## config.mk

```make
export PLATFORM = sky130hd
export DESIGN_NAME = wave_measure_module
export DESIGN_NICKNAME = d
export VERILOG_FILES = /design/src/rtl/wave_measure_module.sv
export SDC_FILE = /design/constraint.sdc
export NUM_CORES = 1
export LEC_CHECK = 0
export BUFFER_PORTS_ARGS = -buffer_cell sky130_fd_sc_hd__buf_2
export CAP_MARGIN = 20
export CORE_ASPECT_RATIO = 0.8
export CORE_MARGIN = 3
export CORE_UTILIZATION = 55
export DETAILED_ROUTE_END_ITERATION = 10
export PLACE_DENSITY = 0.73
export REMOVE_ABC_BUFFERS = 1
export SLEW_MARGIN = 25
export SYNTH_ARGS = -nofsm -noshare
export SYNTH_HDL_FRONTEND = slang
export SYNTH_SLANG_ARGS = --single-unit
```

## constraint.sdc

```tcl
create_clock -name CLK -period 4.2 [get_ports CLK]
set_clock_uncertainty 0.15 [all_clocks]
set_input_delay 1.05 -clock CLK [delete_from_list [all_inputs] [get_ports CLK]]
set_output_delay 1.05 -clock CLK [all_outputs]
set_load 0.03 [all_outputs]
```

## src/rtl/wave_measure_module.sv

```systemverilog
// Period / max / min / peak-to-peak measurement of a periodic 8-bit ADC waveform.
// Optional macro WAVE_MEASURE_AVG4_EN: average the period over four consecutive cycles.
module wave_measure_module #(
  parameter logic [7:0]    MID     = 8'd128,
  parameter logic [7:0]    HYST    = 8'd8,
  parameter int            PW      = 16,
  parameter logic [PW-1:0] TIMEOUT = 16'hFFFF
) (
  input  logic          CLK,
  input  logic          RSTn,
  input  logic          Sample_En,
  input  logic [7:0]    ADC_Data,
  input  logic          Start_In,
  output logic          Busy,
  output logic          Done,
  output logic          Timeout,
  output logic [PW-1:0] Period_Out,
  output logic [7:0]    Vmax_Out,
  output logic [7:0]    Vmin_Out,
  output logic [7:0]    Vpp_Out
);

`ifdef WAVE_MEASURE_AVG4_EN
  localparam int SW = PW + 2;
`else
  localparam int SW = PW;
`endif

  // Thresholds in 9 bits so MID+HYST cannot wrap and MID-HYST cannot underflow.
  localparam logic [8:0] HI_TH = {1'b0, MID} + {1'b0, HYST};
  localparam logic [8:0] LO_TH = (MID >= HYST) ? {1'b0, MID - HYST} : 9'd0;

  typedef enum logic [1:0] {IDLE, ARM, MEAS, DONE} state_t;

  state_t        state_q, state_d;
  logic          schmitt_q, schmitt_d;
  logic          busy_q, busy_d;
  logic          done_q, done_d;
  logic          timeout_q, timeout_d;
  logic [PW-1:0] cnt_q, cnt_d;
  logic [PW-1:0] tmo_q, tmo_d;
  logic [SW-1:0] sum_q, sum_d;
  logic [7:0]    max_q, max_d;
  logic [7:0]    min_q, min_d;
  logic [PW-1:0] period_q, period_d;
  logic [7:0]    vmax_q, vmax_d;
  logic [7:0]    vmin_q, vmin_d;
  logic [7:0]    vpp_q, vpp_d;
`ifdef WAVE_MEASURE_AVG4_EN
  logic [1:0]    nrise_q, nrise_d;
`endif

  logic          is_hi, is_lo, rise, tmo_last;
  logic [PW-1:0] cnt_inc;
  logic [7:0]    fold_max, fold_min;

  assign is_hi    = {1'b0, ADC_Data} >= HI_TH;
  assign is_lo    = {1'b0, ADC_Data} <= LO_TH;
  assign rise     = Sample_En && !schmitt_q && is_hi;
  assign tmo_last = (tmo_q == TIMEOUT - 1'b1);
  assign cnt_inc  = (cnt_q == '1) ? cnt_q : cnt_q + 1'b1;
  assign fold_max = (ADC_Data > max_q) ? ADC_Data : max_q;
  assign fold_min = (ADC_Data < min_q) ? ADC_Data : min_q;

  always_comb begin
    schmitt_d = schmitt_q;
    if (Sample_En) begin
      if (is_hi)      schmitt_d = 1'b1;
      else if (is_lo) schmitt_d = 1'b0;
    end
  end

  always_comb begin
    state_d   = state_q;
    busy_d    = busy_q;
    done_d    = 1'b0;
    timeout_d = 1'b0;
    cnt_d     = cnt_q;
    tmo_d     = tmo_q;
    sum_d     = sum_q;
    max_d     = max_q;
    min_d     = min_q;
    period_d  = period_q;
    vmax_d    = vmax_q;
    vmin_d    = vmin_q;
    vpp_d     = vpp_q;
`ifdef WAVE_MEASURE_AVG4_EN
    nrise_d   = nrise_q;
`endif
    case (state_q)
      IDLE: begin
        if (Start_In) begin
          state_d = ARM;
          busy_d  = 1'b1;
          cnt_d   = '0;
          tmo_d   = '0;
          sum_d   = '0;
`ifdef WAVE_MEASURE_AVG4_EN
          nrise_d = '0;
`endif
        end
      end
      ARM: begin
        if (Sample_En) begin
          if (rise) begin
            state_d = MEAS;
            cnt_d   = {{(PW-1){1'b0}}, 1'b1};
            tmo_d   = '0;
            max_d   = ADC_Data;
            min_d   = ADC_Data;
          end else if (tmo_last) begin
            state_d   = IDLE;
            busy_d    = 1'b0;
            timeout_d = 1'b1;
          end else begin
            tmo_d = tmo_q + 1'b1;
          end
        end
      end
      MEAS: begin
        if (Sample_En) begin
          if (rise) begin
            sum_d = sum_q + SW'(cnt_q);
`ifdef WAVE_MEASURE_AVG4_EN
            // Intermediate edges open the next period, so their sample is kept.
            if (nrise_q == 2'd3) begin
              state_d = DONE;
            end else begin
              nrise_d = nrise_q + 1'b1;
              cnt_d   = {{(PW-1){1'b0}}, 1'b1};
              tmo_d   = '0;
              max_d   = fold_max;
              min_d   = fold_min;
            end
`else
            state_d = DONE;
`endif
          end else if (tmo_last) begin
            state_d   = IDLE;
            busy_d    = 1'b0;
            timeout_d = 1'b1;
          end else begin
            max_d = fold_max;
            min_d = fold_min;
            cnt_d = cnt_inc;
            tmo_d = tmo_q + 1'b1;
          end
        end
      end
      DONE: begin
        state_d = IDLE;
        busy_d  = 1'b0;
        done_d  = 1'b1;
`ifdef WAVE_MEASURE_AVG4_EN
        period_d = sum_q[SW-1:2];
`else
        period_d = sum_q;
`endif
        vmax_d = max_q;
        vmin_d = min_q;
        vpp_d  = max_q - min_q;
      end
      default: state_d = IDLE;
    endcase
  end

  always_ff @(posedge CLK or negedge RSTn) begin
    if (!RSTn) begin
      state_q   <= IDLE;
      schmitt_q <= 1'b0;
      busy_q    <= 1'b0;
      done_q    <= 1'b0;
      timeout_q <= 1'b0;
      cnt_q     <= '0;
      tmo_q     <= '0;
      sum_q     <= '0;
      max_q     <= '0;
      min_q     <= '0;
      period_q  <= '0;
      vmax_q    <= '0;
      vmin_q    <= '0;
      vpp_q     <= '0;
`ifdef WAVE_MEASURE_AVG4_EN
      nrise_q   <= '0;
`endif
    end else begin
      state_q   <= state_d;
      schmitt_q <= schmitt_d;
      busy_q    <= busy_d;
      done_q    <= done_d;
      timeout_q <= timeout_d;
      cnt_q     <= cnt_d;
      tmo_q     <= tmo_d;
      sum_q     <= sum_d;
      max_q     <= max_d;
      min_q     <= min_d;
      period_q  <= period_d;
      vmax_q    <= vmax_d;
      vmin_q    <= vmin_d;
      vpp_q     <= vpp_d;
`ifdef WAVE_MEASURE_AVG4_EN
      nrise_q   <= nrise_d;
`endif
    end
  end

  assign Busy       = busy_q;
  assign Done       = done_q;
  assign Timeout    = timeout_q;
  assign Period_Out = period_q;
  assign Vmax_Out   = vmax_q;
  assign Vmin_Out   = vmin_q;
  assign Vpp_Out    = vpp_q;

endmodule
```

==> metrics.txt, run 1 <==
# TYPE chip_impl_metric gauge
chip_impl_metric{name="cts_stage_hold_buffer_count",unit=""} 0
chip_impl_metric{name="crit_path_cell_count",unit=""} 8
chip_impl_metric{name="cts_inserted_buffers",unit=""} 9
chip_impl_metric{name="ys_seq_area_share",unit="%"} 44.75
chip_impl_metric{name="peakVddDrop",unit="mV"} 0.3469
chip_impl_info{name="worstSetupStartpointType",value="flop"} 1
chip_impl_metric{name="later_pin_clock_latency_in_the_skew_report",unit="ns"} 0.35
chip_impl_metric{name="synth_area_per_cell",unit="um^2"} 10.62
chip_impl_metric{name="critical_path_fanouts_max",unit=""} 21
chip_impl_metric{name="drt_iter0_markers",unit=""} 290
chip_impl_metric{name="grt_util_all_layers",unit="%"} 22.21
chip_impl_metric{name="final_layout_worst_hold_slack",unit="ns"} 0.3305
chip_impl_metric{name="timing.max_slew.rel_slack",unit="%"} 50.28
chip_impl_metric{name="floorplan_core_area",unit="mm^2"} 0.01057
chip_impl_metric{name="die-height",unit="um"} 100.6
chip_impl_info{name="critical_path_class",value="flop to flop"} 1
chip_impl_info{name="cp_slowest_cell",value="sky130_fd_sc_hd__ha_1"} 1
chip_impl_metric{name="via_count",unit=""} 4620
chip_impl_info{name="run_status",value="complete, no violations"} 1
chip_impl_metric{name="critPathArrivalTime",unit="ns"} 3.25
chip_impl_metric{name="slew_violations",unit=""} 0
chip_impl_metric{name="critPathMaxStageDelay",unit="ns"} 0.46
chip_impl_metric{name="wirelength",unit="um"} 13050
chip_impl_metric{name="drc",unit=""} 0
chip_impl_metric{name="die_area",unit="mm^2"} 0.01250
chip_impl_metric{name="yosysWarningCount",unit=""} 0
chip_impl_metric{name="post_route_cells_drive_above_1_share",unit="%"} 19.31
chip_impl_metric{name="cp_num_buf_inv",unit=""} 1
chip_impl_metric{name="multiInputGateArea",unit="mm^2"} 0.003209
chip_impl_metric{name="netlist-cell-type-count",unit=""} 61
chip_impl_metric{name="share_of_the_synthesized_area_in_the_top_cell_type",unit="%"} 44.75
chip_impl_metric{name="final.fill_count",unit=""} 865
chip_impl_metric{name="ios",unit=""} 55
chip_impl_info{name="worst_setup_path_end_kind",value="flop"} 1
chip_impl_metric{name="ff_to_ff_path_depth",unit=""} 8
chip_impl_metric{name="initial_standard_cell_utilization_of_the_core",unit="%"} 58.19
chip_impl_metric{name="tritoncts_num_sinks",unit=""} 110
chip_impl_info{name="cp_top_family",value="compound AO/OA/AOI/OAI gates"} 1
chip_impl_metric{name="wire_per_inst",unit="um"} 16.80
chip_impl_metric{name="cts_resized",unit=""} 0
chip_impl_metric{name="layout_worst_path_cycle_share",unit="%"} 75.21
chip_impl_metric{name="fmax",unit="MHz"} 316.6
chip_impl_metric{name="worst-slew-pin-transition",unit="ns"} 0.7459
chip_impl_metric{name="drtPass1Iterations",unit=""} 5
chip_impl_metric{name="total_leakage_power",unit="nW"} 3.399
chip_impl_metric{name="hpwl",unit="um"} 9384
chip_impl_metric{name="grt_max_degree",unit=""} 70
chip_impl_metric{name="cts.path.max_buffers",unit=""} 2
chip_impl_info{name="crit_path_cell_trace",value="inv_1, ha_1, nor2_1, o211a_2, o221ai_1, a21oi_2, nand3_1, o31ai_1"} 1
chip_impl_info{name="rsz0062_at_grt",value="no"} 1
chip_impl_info{name="synth.area.top_cells",value="sky130_fd_sc_hd__dfrtp_1 (45%), sky130_fd_sc_hd__ha_1 (9.2%), sky130_fd_sc_hd__mux2_2 (6.6%)"} 1
chip_impl_metric{name="vias_per_cell",unit=""} 5.946
chip_impl_metric{name="worstHoldPathCells",unit=""} 2
chip_impl_metric{name="antenna_found_initial",unit=""} 0
chip_impl_metric{name="synth-seq-cells",unit=""} 110
chip_impl_info{name="clockRootBuffer",value="sky130_fd_sc_hd__clkbuf_16"} 1
chip_impl_metric{name="weighted_congestion_reported_at_the_end_of_routability_driven_placement",unit=""} 0.8843
chip_impl_metric{name="final_nets",unit=""} 691
chip_impl_metric{name="syn2layout_area_growth",unit="%"} 12.12
chip_impl_metric{name="synth_edf_count",unit=""} 0
chip_impl_metric{name="timing.final.setup_violations",unit=""} 0
chip_impl_metric{name="grt_first_pass_wirelength",unit="um"} 22790
chip_impl_metric{name="post_layout_minimum_cycle_time",unit="ns"} 3.159
chip_impl_metric{name="maxCapViolations",unit=""} 0
chip_impl_metric{name="h-tree-depth",unit=""} 3
chip_impl_metric{name="report.final.hold_viol_count",unit=""} 0
chip_impl_metric{name="antenna_cells",unit=""} 0
chip_impl_info{name="dominantRegCellSynth",value="sky130_fd_sc_hd__dfrtp_1"} 1
chip_impl_metric{name="ant_nets",unit=""} 0
chip_impl_info{name="tritoncts",value="done"} 1
chip_impl_metric{name="clock_pin_slew_reported_for_the_worst_setup_and_hold_paths_after_clock_tree_synthesis",unit="ns"} 0.07
chip_impl_metric{name="critical_path_required",unit="ns"} 4.29
chip_impl_metric{name="number_of_global_route_vias_before_repair",unit=""} 4555
chip_impl_metric{name="syn_inst",unit=""} 579
chip_impl_metric{name="core.rowCount",unit=""} 33
chip_impl_info{name="synth.largest_area_cell",value="sky130_fd_sc_hd__dfrtp_1"} 1
chip_impl_metric{name="synth.cell_area",unit="mm^2"} 0.006151
chip_impl_metric{name="async_reset_ff_share",unit="%"} 100.0
chip_impl_metric{name="final.setup.tns",unit="ns"} 0
chip_impl_metric{name="globalRouteOverflowTotal",unit=""} 0
chip_impl_info{name="hold_path_class",value="flop to flop"} 1
chip_impl_metric{name="power_density",unit="mW/mm^2"} 567.9
chip_impl_metric{name="numPortBuffers",unit=""} 54
chip_impl_metric{name="ff_latch_area",unit="mm^2"} 0.002753
chip_impl_metric{name="post-cts-setup-buffers",unit=""} 0
chip_impl_metric{name="floorplan_die_width",unit="um"} 124.2
-- cells in the mapped netlist (all sizes together), types with 2 or more instances --
cell type  count
buf            5
nor4           4
or3            8
a21boi         2
o31ai          8
and2           2
fa             2
a32o           4
nor3          13
o21ai         37
nand2         28
nand3         14
or4            3
xor2          18
inv           33
a21o          10
and3           9
xnor2         13
o211ai         5
a31oi          3
mux2          51
o211a          3
and4           4
mux2i          2
clkbuf        10
a211oi         2
nand4         18
a21oi         27
ha            45
a22o          11
nor2          39
dfrtp        110
o21a           5
nand2b         8
nor2b         11
-- sequential cells by signal, indices dropped and copies added (netlist names), 2 cells and up --
| name | count |
|---|---|
| Period_Out | 16 |
| Vmax_Out | 8 |
| Vmin_Out | 8 |
| Vpp_Out | 8 |
| cnt_q | 16 |
| max_q | 8 |
| min_q | 8 |
| state_q | 2 |
| sum_q | 16 |
| tmo_q | 16 |
-- metal layers --
metal / vias to the layer above / track usage (%) / wire [um]
met5: - / 0 / 0
met4: 0 / 5.897 / 149
met3: 15 / 4.131 / 591
met2: 108 / 34.47 / 5801
met1: 2286 / 32.44 / 6509
li1: 2211 / - / -
-- worst reg2reg max path, stage by stage (launching register included) --
cell and delay, ns:
sky130_fd_sc_hd__dfrtp_1 0.41, sky130_fd_sc_hd__inv_1 0.10, sky130_fd_sc_hd__ha_1 0.46, sky130_fd_sc_hd__nor2_1 0.38
sky130_fd_sc_hd__o211a_2 0.29, sky130_fd_sc_hd__o221ai_1 0.22, sky130_fd_sc_hd__a21oi_2 0.38, sky130_fd_sc_hd__nand3_1 0.31
sky130_fd_sc_hd__o31ai_1 0.36
-- metrics by stage --
step / total power (W) / util, % / instances / setup WS, ns / area, um^2
after floorplan: 0.002553 / - / 564 / 1.197 / 6087
after global placement: 0.002957 / 62.18 / 761 / 0.9105 / 6573
after detailed placement: 0.003019 / 62.18 / 761 / 0.7850 / 6573
after CTS: 0.003941 / 65.25 / 777 / 1.124 / 6897
after global routing: 0.004188 / 65.25 / 777 / 0.7628 / 6897
final: 0.003917 / 65.25 / 777 / 1.041 / 6897
-- layout by cell type, fill, tap and decap left out, types with 11 or more instances in the layout --
master / synthesis / layout
sky130_fd_sc_hd__nor2b_1: 11 / 11
sky130_fd_sc_hd__ha_1: 45 / 44
sky130_fd_sc_hd__a22o_1: 11 / 11
sky130_fd_sc_hd__dfrtp_1: 110 / 110
sky130_fd_sc_hd__nand4_1: 18 / 18
sky130_fd_sc_hd__inv_1: 33 / 33
sky130_fd_sc_hd__xnor2_1: 13 / 13
sky130_fd_sc_hd__a21oi_1: 25 / 25
sky130_fd_sc_hd__mux2_2: 36 / 36
sky130_fd_sc_hd__buf_2: 3 / 53
sky130_fd_sc_hd__mux2_1: 15 / 15
sky130_fd_sc_hd__o21ai_0: 28 / 28
sky130_fd_sc_hd__nand3_1: 14 / 14
sky130_fd_sc_hd__xor2_1: 18 / 18
sky130_fd_sc_hd__nor2_1: 39 / 39
sky130_fd_sc_hd__nand2_1: 28 / 28
-- final cells by class --
cell class                 instances  share of cell area [%]
sequential                       110                   39.91
timing repair buffer              57                   4.463
clock inverter                     6                   1.234
tap                              140                   2.540
inverter                          34                   1.851
multi-input combinational        420                   46.53
clock buffer                      10                   3.465
-- where the power goes --
group	total, W	internal [W]	switching, W
logic	0.00156	0.000585	0.000979
clock network	0.000912	0.000537	0.000376
registers	0.00144	0.00127	0.000169
-- worst paths after layout --
| kind | start | endpoint | slack (ns) |
|---|---|---|---|
| worst max-delay path | state_q[0] | cnt_q[12] | 1.04 |
| worst min-delay path | Vpp_Out[7] | Vpp_Out[7] | 0.33 |
| worst max register to register | state_q[0] | cnt_q[12] | 1.04 |
| worst min register to register | Vpp_Out[7] | Vpp_Out[7] | 0.33 |
| max in group asynchronous | RSTn | cnt_q[8] | 2.61 |
| min in group asynchronous | RSTn | Vmin_Out[4] | 0.52 |
-- cell families after synthesis --
family	count (synthesis)	synth area share (%)
simple gates	162	14.12
flops	110	44.75
compound gates	127	14.14
mux	53	9.662
fa+ha+maj	47	9.805
buf+inv	49	3.112
xor+xnor	31	4.414
Power figures use the tool's default switching activity.
==> inputs of run 2 (changes only) <==
Settings changed: ABC_AREA set to 1, PLACE_DENSITY 0.73 to 0.72.
Clock period 4.2 ns to 3 ns, I/O delays scaled along.
==> run 2 against run 1 <==
  * Area after synthesis grew 9.0%
  * Combinational power rose by 82%
  * Sequential cell count unchanged
  * Die area grew 8.5%
  * Largest power group unchanged
==> metrics.txt, run 2 <==
# TYPE chip_impl_metric gauge
chip_impl_metric{name="worst-slew-pin-transition",unit="ns"} 0.8107
chip_impl_metric{name="post_route_cells_drive_above_1_share",unit="%"} 13.06
chip_impl_metric{name="slew_violations",unit=""} 0
chip_impl_metric{name="later_pin_clock_latency_in_the_skew_report",unit="ns"} 0.35
chip_impl_info{name="combinational_family_with_the_most_area_after_synthesis",value="simple AND/OR/NAND/NOR gates"} 1
chip_impl_metric{name="post-cts-setup-buffers",unit=""} 0
chip_impl_metric{name="die_area",unit="mm^2"} 0.01355
chip_impl_metric{name="yosysWarningCount",unit=""} 0
chip_impl_metric{name="h-tree-depth",unit=""} 3
chip_impl_metric{name="clock_pin_slew_reported_for_the_worst_setup_and_hold_paths_after_clock_tree_synthesis",unit="ns"} 0.07
chip_impl_metric{name="layout_worst_path_cycle_share",unit="%"} 87.37
chip_impl_metric{name="syn2layout_area_growth",unit="%"} 11.09
chip_impl_metric{name="setup_ws",unit="ns"} 0.3788
chip_impl_metric{name="die-height",unit="um"} 104.7
chip_impl_metric{name="cts_inserted_buffers",unit=""} 9
chip_impl_metric{name="netlist-cell-type-count",unit=""} 44
chip_impl_metric{name="finish.utilization",unit="%"} 63.67
chip_impl_metric{name="fmax",unit="MHz"} 381.5
chip_impl_metric{name="peakVddDrop",unit="mV"} 0.4250
chip_impl_metric{name="synthAdderAreaFrac",unit="%"} 8.999
chip_impl_metric{name="synthSimpleGateAreaFrac",unit="%"} 31.50
chip_impl_metric{name="ios",unit=""} 55
chip_impl_metric{name="synth_xor_area_share",unit="%"} 1.438
chip_impl_info{name="crit_path_cell_trace",value="ha_1, clkinv_2, o21ai_0"} 1
chip_impl_info{name="cp_top_family",value="buffers and inverters"} 1
chip_impl_metric{name="critical_path_fanouts_max",unit=""} 67
chip_impl_metric{name="cts_stage_hold_buffer_count",unit=""} 0
chip_impl_metric{name="core.rowCount",unit=""} 35
chip_impl_metric{name="synth.cell_area",unit="mm^2"} 0.006701
chip_impl_metric{name="wire_per_inst",unit="um"} 15.22
chip_impl_metric{name="floorplan_core_area",unit="mm^2"} 0.01169
chip_impl_metric{name="power_density",unit="mW/mm^2"} 828.0
chip_impl_info{name="worst_setup_path_end_kind",value="flop"} 1
chip_impl_metric{name="report.final.hold_viol_count",unit=""} 0
chip_impl_metric{name="drt_iter0_markers",unit=""} 484
chip_impl_metric{name="synth_edf_count",unit=""} 0
chip_impl_metric{name="timing.max_slew.rel_slack",unit="%"} 45.89
chip_impl_metric{name="via_count",unit=""} 5950
chip_impl_info{name="post_synth_most_frequent_cells",value="sky130_fd_sc_hd__nand2_1 (260), sky130_fd_sc_hd__dfrtp_1 (110), sky130_fd_sc_hd__inv_1 (91)"} 1
chip_impl_info{name="rsz0062_at_grt",value="no"} 1
chip_impl_metric{name="ant_nets",unit=""} 0
chip_impl_info{name="synth.largest_area_cell",value="sky130_fd_sc_hd__dfrtp_1"} 1
chip_impl_metric{name="async_reset_ff_share",unit="%"} 100.0
chip_impl_metric{name="final_layout_worst_hold_slack",unit="ns"} 0.2265
chip_impl_metric{name="drc",unit=""} 0
chip_impl_metric{name="antenna_found_initial",unit=""} 0
chip_impl_metric{name="cts_resized",unit=""} 0
chip_impl_metric{name="total_leakage_power",unit="nW"} 3.896
chip_impl_metric{name="share_of_the_synthesized_area_in_the_top_cell_type",unit="%"} 41.08
chip_impl_metric{name="numPortBuffers",unit=""} 54
chip_impl_metric{name="post_layout_minimum_cycle_time",unit="ns"} 2.621
chip_impl_metric{name="cp_num_buf_inv",unit=""} 1
chip_impl_info{name="synth.area.top_cells",value="sky130_fd_sc_hd__dfrtp_1 (41%), sky130_fd_sc_hd__nand2_1 (15%), sky130_fd_sc_hd__ha_1 (8.4%)"} 1
chip_impl_info{name="leading_cell_type_in_the_layout_fill_and_taps_excluded",value="sky130_fd_sc_hd__nand2_1"} 1
chip_impl_info{name="dominantRegCellSynth",value="sky130_fd_sc_hd__dfrtp_1"} 1
chip_impl_metric{name="final.fill_count",unit=""} 1026
chip_impl_info{name="yosysMostFrequentCell",value="sky130_fd_sc_hd__nand2_1"} 1
chip_impl_metric{name="weighted_congestion_reported_at_the_end_of_routability_driven_placement",unit=""} 0.9128
chip_impl_metric{name="critical_path_required",unit="ns"} 3.08
chip_impl_info{name="tritoncts",value="done"} 1
chip_impl_metric{name="grt_util_all_layers",unit="%"} 25.76
chip_impl_metric{name="timing.final.setup_violations",unit=""} 0
chip_impl_metric{name="preCtsSetupSlack",unit="ns"} 0.3214
chip_impl_metric{name="vias_per_cell",unit=""} 5.459
chip_impl_info{name="hold_path_class",value="input pin to asynchronous set/reset pin"} 1
chip_impl_metric{name="final.setup.tns",unit="ns"} 0
chip_impl_info{name="run_status",value="complete, no violations"} 1
chip_impl_metric{name="muxShareOfSynthArea",unit="%"} 0
chip_impl_info{name="clockRootBuffer",value="sky130_fd_sc_hd__clkbuf_16"} 1
chip_impl_metric{name="grt_max_degree",unit=""} 68
chip_impl_metric{name="critPathMaxStageDelay",unit="ns"} 0.83
chip_impl_metric{name="maxCapViolations",unit=""} 0
chip_impl_metric{name="floorplan_die_width",unit="um"} 129.4
chip_impl_metric{name="antenna_cells",unit=""} 0
chip_impl_metric{name="ys_seq_area_share",unit="%"} 41.08
chip_impl_metric{name="final_nets",unit=""} 997
chip_impl_metric{name="grt_first_pass_wirelength",unit="um"} 28230
chip_impl_info{name="critical_path_class",value="flop to flop"} 1
chip_impl_metric{name="syn_inst",unit=""} 882
chip_impl_metric{name="synth-seq-cells",unit=""} 110
chip_impl_metric{name="drtPass1Iterations",unit=""} 6
chip_impl_metric{name="synth_area_per_cell",unit="um^2"} 7.598
chip_impl_metric{name="number_of_global_route_vias_before_repair",unit=""} 5682
chip_impl_info{name="worstSetupStartpointType",value="flop"} 1
chip_impl_metric{name="initial_standard_cell_utilization_of_the_core",unit="%"} 57.31
chip_impl_metric{name="tritoncts_num_sinks",unit=""} 110
chip_impl_info{name="final_cell_mix",value="sky130_fd_sc_hd__nand2_1 (260), sky130_fd_sc_hd__dfrtp_1 (110), sky130_fd_sc_hd__inv_1 (90)"} 1
chip_impl_metric{name="cts.path.max_buffers",unit=""} 2
chip_impl_info{name="cp_slowest_cell",value="sky130_fd_sc_hd__clkinv_2"} 1
chip_impl_metric{name="wirelength",unit="um"} 16600
chip_impl_metric{name="critPathArrivalTime",unit="ns"} 2.70
chip_impl_metric{name="hpwl",unit="um"} 12440
chip_impl_metric{name="post_synthesis_compound_gate_area_fraction",unit="%"} 9.671
chip_impl_metric{name="globalRouteOverflowTotal",unit=""} 0
-- run 2: cell families after synthesis --
group           after synthesis
simple gates                482
compound gates              116
buf+inv                     116
flops                       110
fa+ha+maj                    47
xor+xnor                     11
-- run 2: layer usage --
layer / track usage [%] / up-vias / share of wire (%)
met4: 7.567 / 0 / 1.8
met1: 38.17 / 2794 / 49
met3: 4.292 / 29 / 4.8
met2: 38.91 / 141 / 44
li1: - / 2986 / -
met5: 0 / - / 0
-- run 2: worst register-to-register path, stage by stage (launching register included) --
cell and delay, ns:
sky130_fd_sc_hd__dfrtp_1 0.42, sky130_fd_sc_hd__ha_1 0.58, sky130_fd_sc_hd__clkinv_2 0.83, sky130_fd_sc_hd__o21ai_0 0.52
-- run 2: cell type report --
class	instances	area [um^2]	share of cell area (%)
Inverter	99	384.1	5.160
Clock inverter	6	93.84	1.261
Sequential cell	110	2753	36.97
Multi-Input combinational cell	656	3458	46.45
Tap cell	148	185.2	2.487
Timing Repair Buffer	62	345.3	4.639
Clock buffer	9	225.2	3.025
-- run 2: report_power, final --
| group | internal [W] | leakage (nW) | switching, W | total, W |
|---|---|---|---|---|
| clock network | 0.000735 | 0.153 | 0.000565 | 0.00130 |
| logic | 0.000847 | 2.27 | 0.00200 | 0.00284 |
| registers | 0.00180 | 1.47 | 0.000216 | 0.00202 |
-- run 2: metrics by stage --
stage          area (um^2)  std cells  total power [W]
4_1_cts               7443       1090         0.006184
6_report              7445       1090         0.006164
3_5_place_dp          7124       1075         0.004870
5_1_grt               7445       1090         0.006633
3_3_place_gp          7124       1075         0.004790
2_1_floorplan         6594        865         0.003998
-- run 2: final timing paths --
path	from	end	slack, ns	depth (start not counted)
worst max-delay path	state_q[0]	Vmin_Out[4]	0.38	3
worst min-delay path	RSTn	Vpp_Out[5]	0.23	1
max in group asynchronous	RSTn	tmo_q[8]	1.75	2
worst max register to register	state_q[0]	Vmin_Out[4]	0.38	3
worst min register to register	min_q[3]	min_q[3]	0.32	2
min in group CLK	min_q[3]	min_q[3]	0.32	2
==> inputs of run 3 (changes only) <==
Settings changed: GPL_TIMING_DRIVEN set to 0.
==> run 3 against run 2 <==
  * Die area unchanged
  * Largest power group unchanged
  * Largest cell class unchanged
  * Critical endpoint is now tmo_q[10]
  * Utilization decreased by 0.096 points
  * Total power is 0.53% lower
  * Clock-buffer cell count did not move
  * Highest routed layer unchanged
  * Routed wire length fell by 5.3%
  * Non-clock buffer count down 6
  * Critical path depth grew 11
  * Register-to-register slack got worse by 0.12 ns
  * First-iteration DRC count down 8.3%
  * Sequential share of layout area is 0.056 points higher
==> metrics.txt, run 3 (synthesis gave the netlist of run 2 again) <==
# TYPE chip_impl_metric gauge
chip_impl_metric{name="final.setup.tns",unit="ns"} 0
chip_impl_metric{name="drt_iter0_markers",unit=""} 444
chip_impl_metric{name="weighted_congestion_reported_at_the_end_of_routability_driven_placement",unit=""} 0.9510
chip_impl_metric{name="initial_standard_cell_utilization_of_the_core",unit="%"} 57.31
chip_impl_metric{name="post_layout_minimum_cycle_time",unit="ns"} 2.746
chip_impl_metric{name="later_pin_clock_latency_in_the_skew_report",unit="ns"} 0.35
chip_impl_metric{name="ant_nets",unit=""} 0
chip_impl_metric{name="fmax",unit="MHz"} 364.2
chip_impl_metric{name="wirelength",unit="um"} 15710
chip_impl_metric{name="numPortBuffers",unit=""} 54
chip_impl_metric{name="critical_path_fanouts_max",unit=""} 16
chip_impl_info{name="hold_path_class",value="input pin to asynchronous set/reset pin"} 1
chip_impl_metric{name="report.final.hold_viol_count",unit=""} 0
chip_impl_info{name="rsz0062_at_grt",value="no"} 1
chip_impl_metric{name="wire_per_inst",unit="um"} 14.48
chip_impl_metric{name="cts.path.max_buffers",unit=""} 2
chip_impl_metric{name="via_count",unit=""} 5906
chip_impl_info{name="leading_cell_type_in_the_layout_fill_and_taps_excluded",value="sky130_fd_sc_hd__nand2_1"} 1
chip_impl_metric{name="timing.max_slew.rel_slack",unit="%"} 35.28
chip_impl_metric{name="grt_first_pass_wirelength",unit="um"} 27390
chip_impl_metric{name="drtPass1Iterations",unit=""} 5
chip_impl_metric{name="power_density",unit="mW/mm^2"} 824.9
chip_impl_metric{name="maxCapViolations",unit=""} 0
chip_impl_info{name="worstSetupStartpointType",value="flop"} 1
chip_impl_metric{name="h-tree-depth",unit=""} 3
chip_impl_metric{name="critical_path_required",unit="ns"} 3.14
chip_impl_info{name="worst_setup_path_end_kind",value="flop"} 1
chip_impl_metric{name="final_cell_count_no_fill",unit=""} 1085
chip_impl_info{name="final_cell_mix",value="sky130_fd_sc_hd__nand2_1 (260), sky130_fd_sc_hd__dfrtp_1 (110), sky130_fd_sc_hd__inv_1 (90)"} 1
chip_impl_metric{name="timing.final.setup_violations",unit=""} 0
chip_impl_metric{name="tritoncts_num_sinks",unit=""} 110
chip_impl_metric{name="vias_per_cell",unit=""} 5.443
chip_impl_metric{name="critPathArrivalTime",unit="ns"} 2.89
chip_impl_metric{name="slew_violations",unit=""} 0
chip_impl_metric{name="ff_latch_area",unit="mm^2"} 0.002753
chip_impl_metric{name="clock_pin_slew_reported_for_the_worst_setup_and_hold_paths_after_clock_tree_synthesis",unit="ns"} 0.07
chip_impl_metric{name="final.fill_count",unit=""} 1051
chip_impl_metric{name="final_layout_worst_hold_slack",unit="ns"} 0.1523
chip_impl_metric{name="grt_util_all_layers",unit="%"} 24.80
chip_impl_metric{name="ios",unit=""} 55
chip_impl_metric{name="hpwl",unit="um"} 11640
chip_impl_metric{name="floorplan_die_width",unit="um"} 129.4
chip_impl_metric{name="multiInputGateArea",unit="mm^2"} 0.003461
chip_impl_metric{name="finish.utilization",unit="%"} 63.57
chip_impl_metric{name="number_of_global_route_vias_before_repair",unit=""} 5588
chip_impl_metric{name="die_area",unit="mm^2"} 0.01355
chip_impl_metric{name="grt_max_degree",unit=""} 71
chip_impl_metric{name="placedCellCount",unit=""} 1069
chip_impl_metric{name="syn2layout_area_growth",unit="%"} 10.92
chip_impl_metric{name="final_nets",unit=""} 991
chip_impl_info{name="tritoncts",value="done"} 1
chip_impl_info{name="critical_path_class",value="flop to flop"} 1
chip_impl_metric{name="post_route_cells_drive_above_1_share",unit="%"} 12.70
chip_impl_metric{name="drc",unit=""} 0
chip_impl_metric{name="core.rowCount",unit=""} 35
chip_impl_metric{name="antenna_found_initial",unit=""} 0
chip_impl_metric{name="peakVddDrop",unit="mV"} 0.4301
chip_impl_metric{name="cts_stage_hold_buffer_count",unit=""} 0
chip_impl_metric{name="die-height",unit="um"} 104.7
chip_impl_metric{name="globalRouteOverflowTotal",unit=""} 0
chip_impl_metric{name="floorplan_core_area",unit="mm^2"} 0.01169
chip_impl_metric{name="power",unit="W"} 0.006132
chip_impl_metric{name="total_leakage_power",unit="nW"} 3.878
chip_impl_metric{name="worst-slew-pin-transition",unit="ns"} 0.9708
chip_impl_metric{name="cts_inserted_buffers",unit=""} 9
chip_impl_info{name="run_status",value="complete, no violations"} 1
chip_impl_metric{name="layout_worst_path_cycle_share",unit="%"} 91.52
chip_impl_metric{name="antenna_cells",unit=""} 0
chip_impl_info{name="clockRootBuffer",value="sky130_fd_sc_hd__clkbuf_16"} 1
run 3: changes by cell type in the layout (fill, tap and decap cells not counted), sizes merged:
cell / change
inv: +2
clkinv: -1
buf: -6
run 3: worst max-delay path, stage by stage (launching register included):
cell                      delay [ns]
sky130_fd_sc_hd__dfrtp_1        0.44
sky130_fd_sc_hd__inv_1          0.14
sky130_fd_sc_hd__ha_2           0.47
sky130_fd_sc_hd__inv_6          0.11
sky130_fd_sc_hd__nand2_1        0.14
sky130_fd_sc_hd__nand2_1        0.08
sky130_fd_sc_hd__nand2_2        0.09
sky130_fd_sc_hd__nor2_4         0.05
sky130_fd_sc_hd__nand2_2        0.30
sky130_fd_sc_hd__inv_1          0.13
sky130_fd_sc_hd__nand2_2        0.21
sky130_fd_sc_hd__inv_2          0.13
sky130_fd_sc_hd__nor2_1         0.11
sky130_fd_sc_hd__nand2_1        0.06
sky130_fd_sc_hd__inv_1          0.05
run 3: power by group:
part	switching (W)	internal, W	leakage (nW)	total [W]
sequential	0.000215	0.00180	1.47	0.00202
combinational	0.00198	0.000824	2.25	0.00280
clock	0.000569	0.000743	0.157	0.00131
total	0.00276	0.00337	3.88	0.00613
run 3: what timing repair did:
item	in CTS	in global routing
endpoints found under the setup margin	1	0
buffers inserted	0	0
gates resized for setup	1	0
run 3: layout make-up:
cell class / instances / share of cell area [%]
Clock buffer: 9 / 3.030
Clock inverter: 7 / 1.380
Inverter: 99 / 5.151
Multi-Input combinational cell: 656 / 46.56
Sequential cell: 110 / 37.03
Tap cell: 148 / 2.491
Timing Repair Buffer: 56 / 4.360
run 3: worst paths after layout:
check                           start  depth (start not counted)  slack, ns         end
hold reg to reg              min_q[4]                          2       0.32    min_q[4]
hold / removal                   RSTn                          1       0.15  Vpp_Out[6]
min in group CLK             min_q[4]                          2       0.32    min_q[4]
setup / recovery           state_q[0]                         14       0.25   tmo_q[10]
max in group asynchronous        RSTn                          2       1.85    sum_q[5]
setup reg to reg           state_q[0]                         14       0.25   tmo_q[10]
run 3: layer usage:
metal	track usage (%)	wire, um
met5	0	0
met4	4.822	191
met3	3.986	742
met2	39.02	7151
met1	36.53	7628
run 3: per-stage QoR:
stage / cell area (um^2) / setup slack (ns)
6_report: 7433 / 0.2543
5_1_grt: 7433 / 0.05105
4_1_cts: 7433 / 0.3055
3_5_place_dp: 7103 / 0.01166
3_3_place_gp: 7049 / -0.2543
2_1_floorplan: 6594 / 0.7387
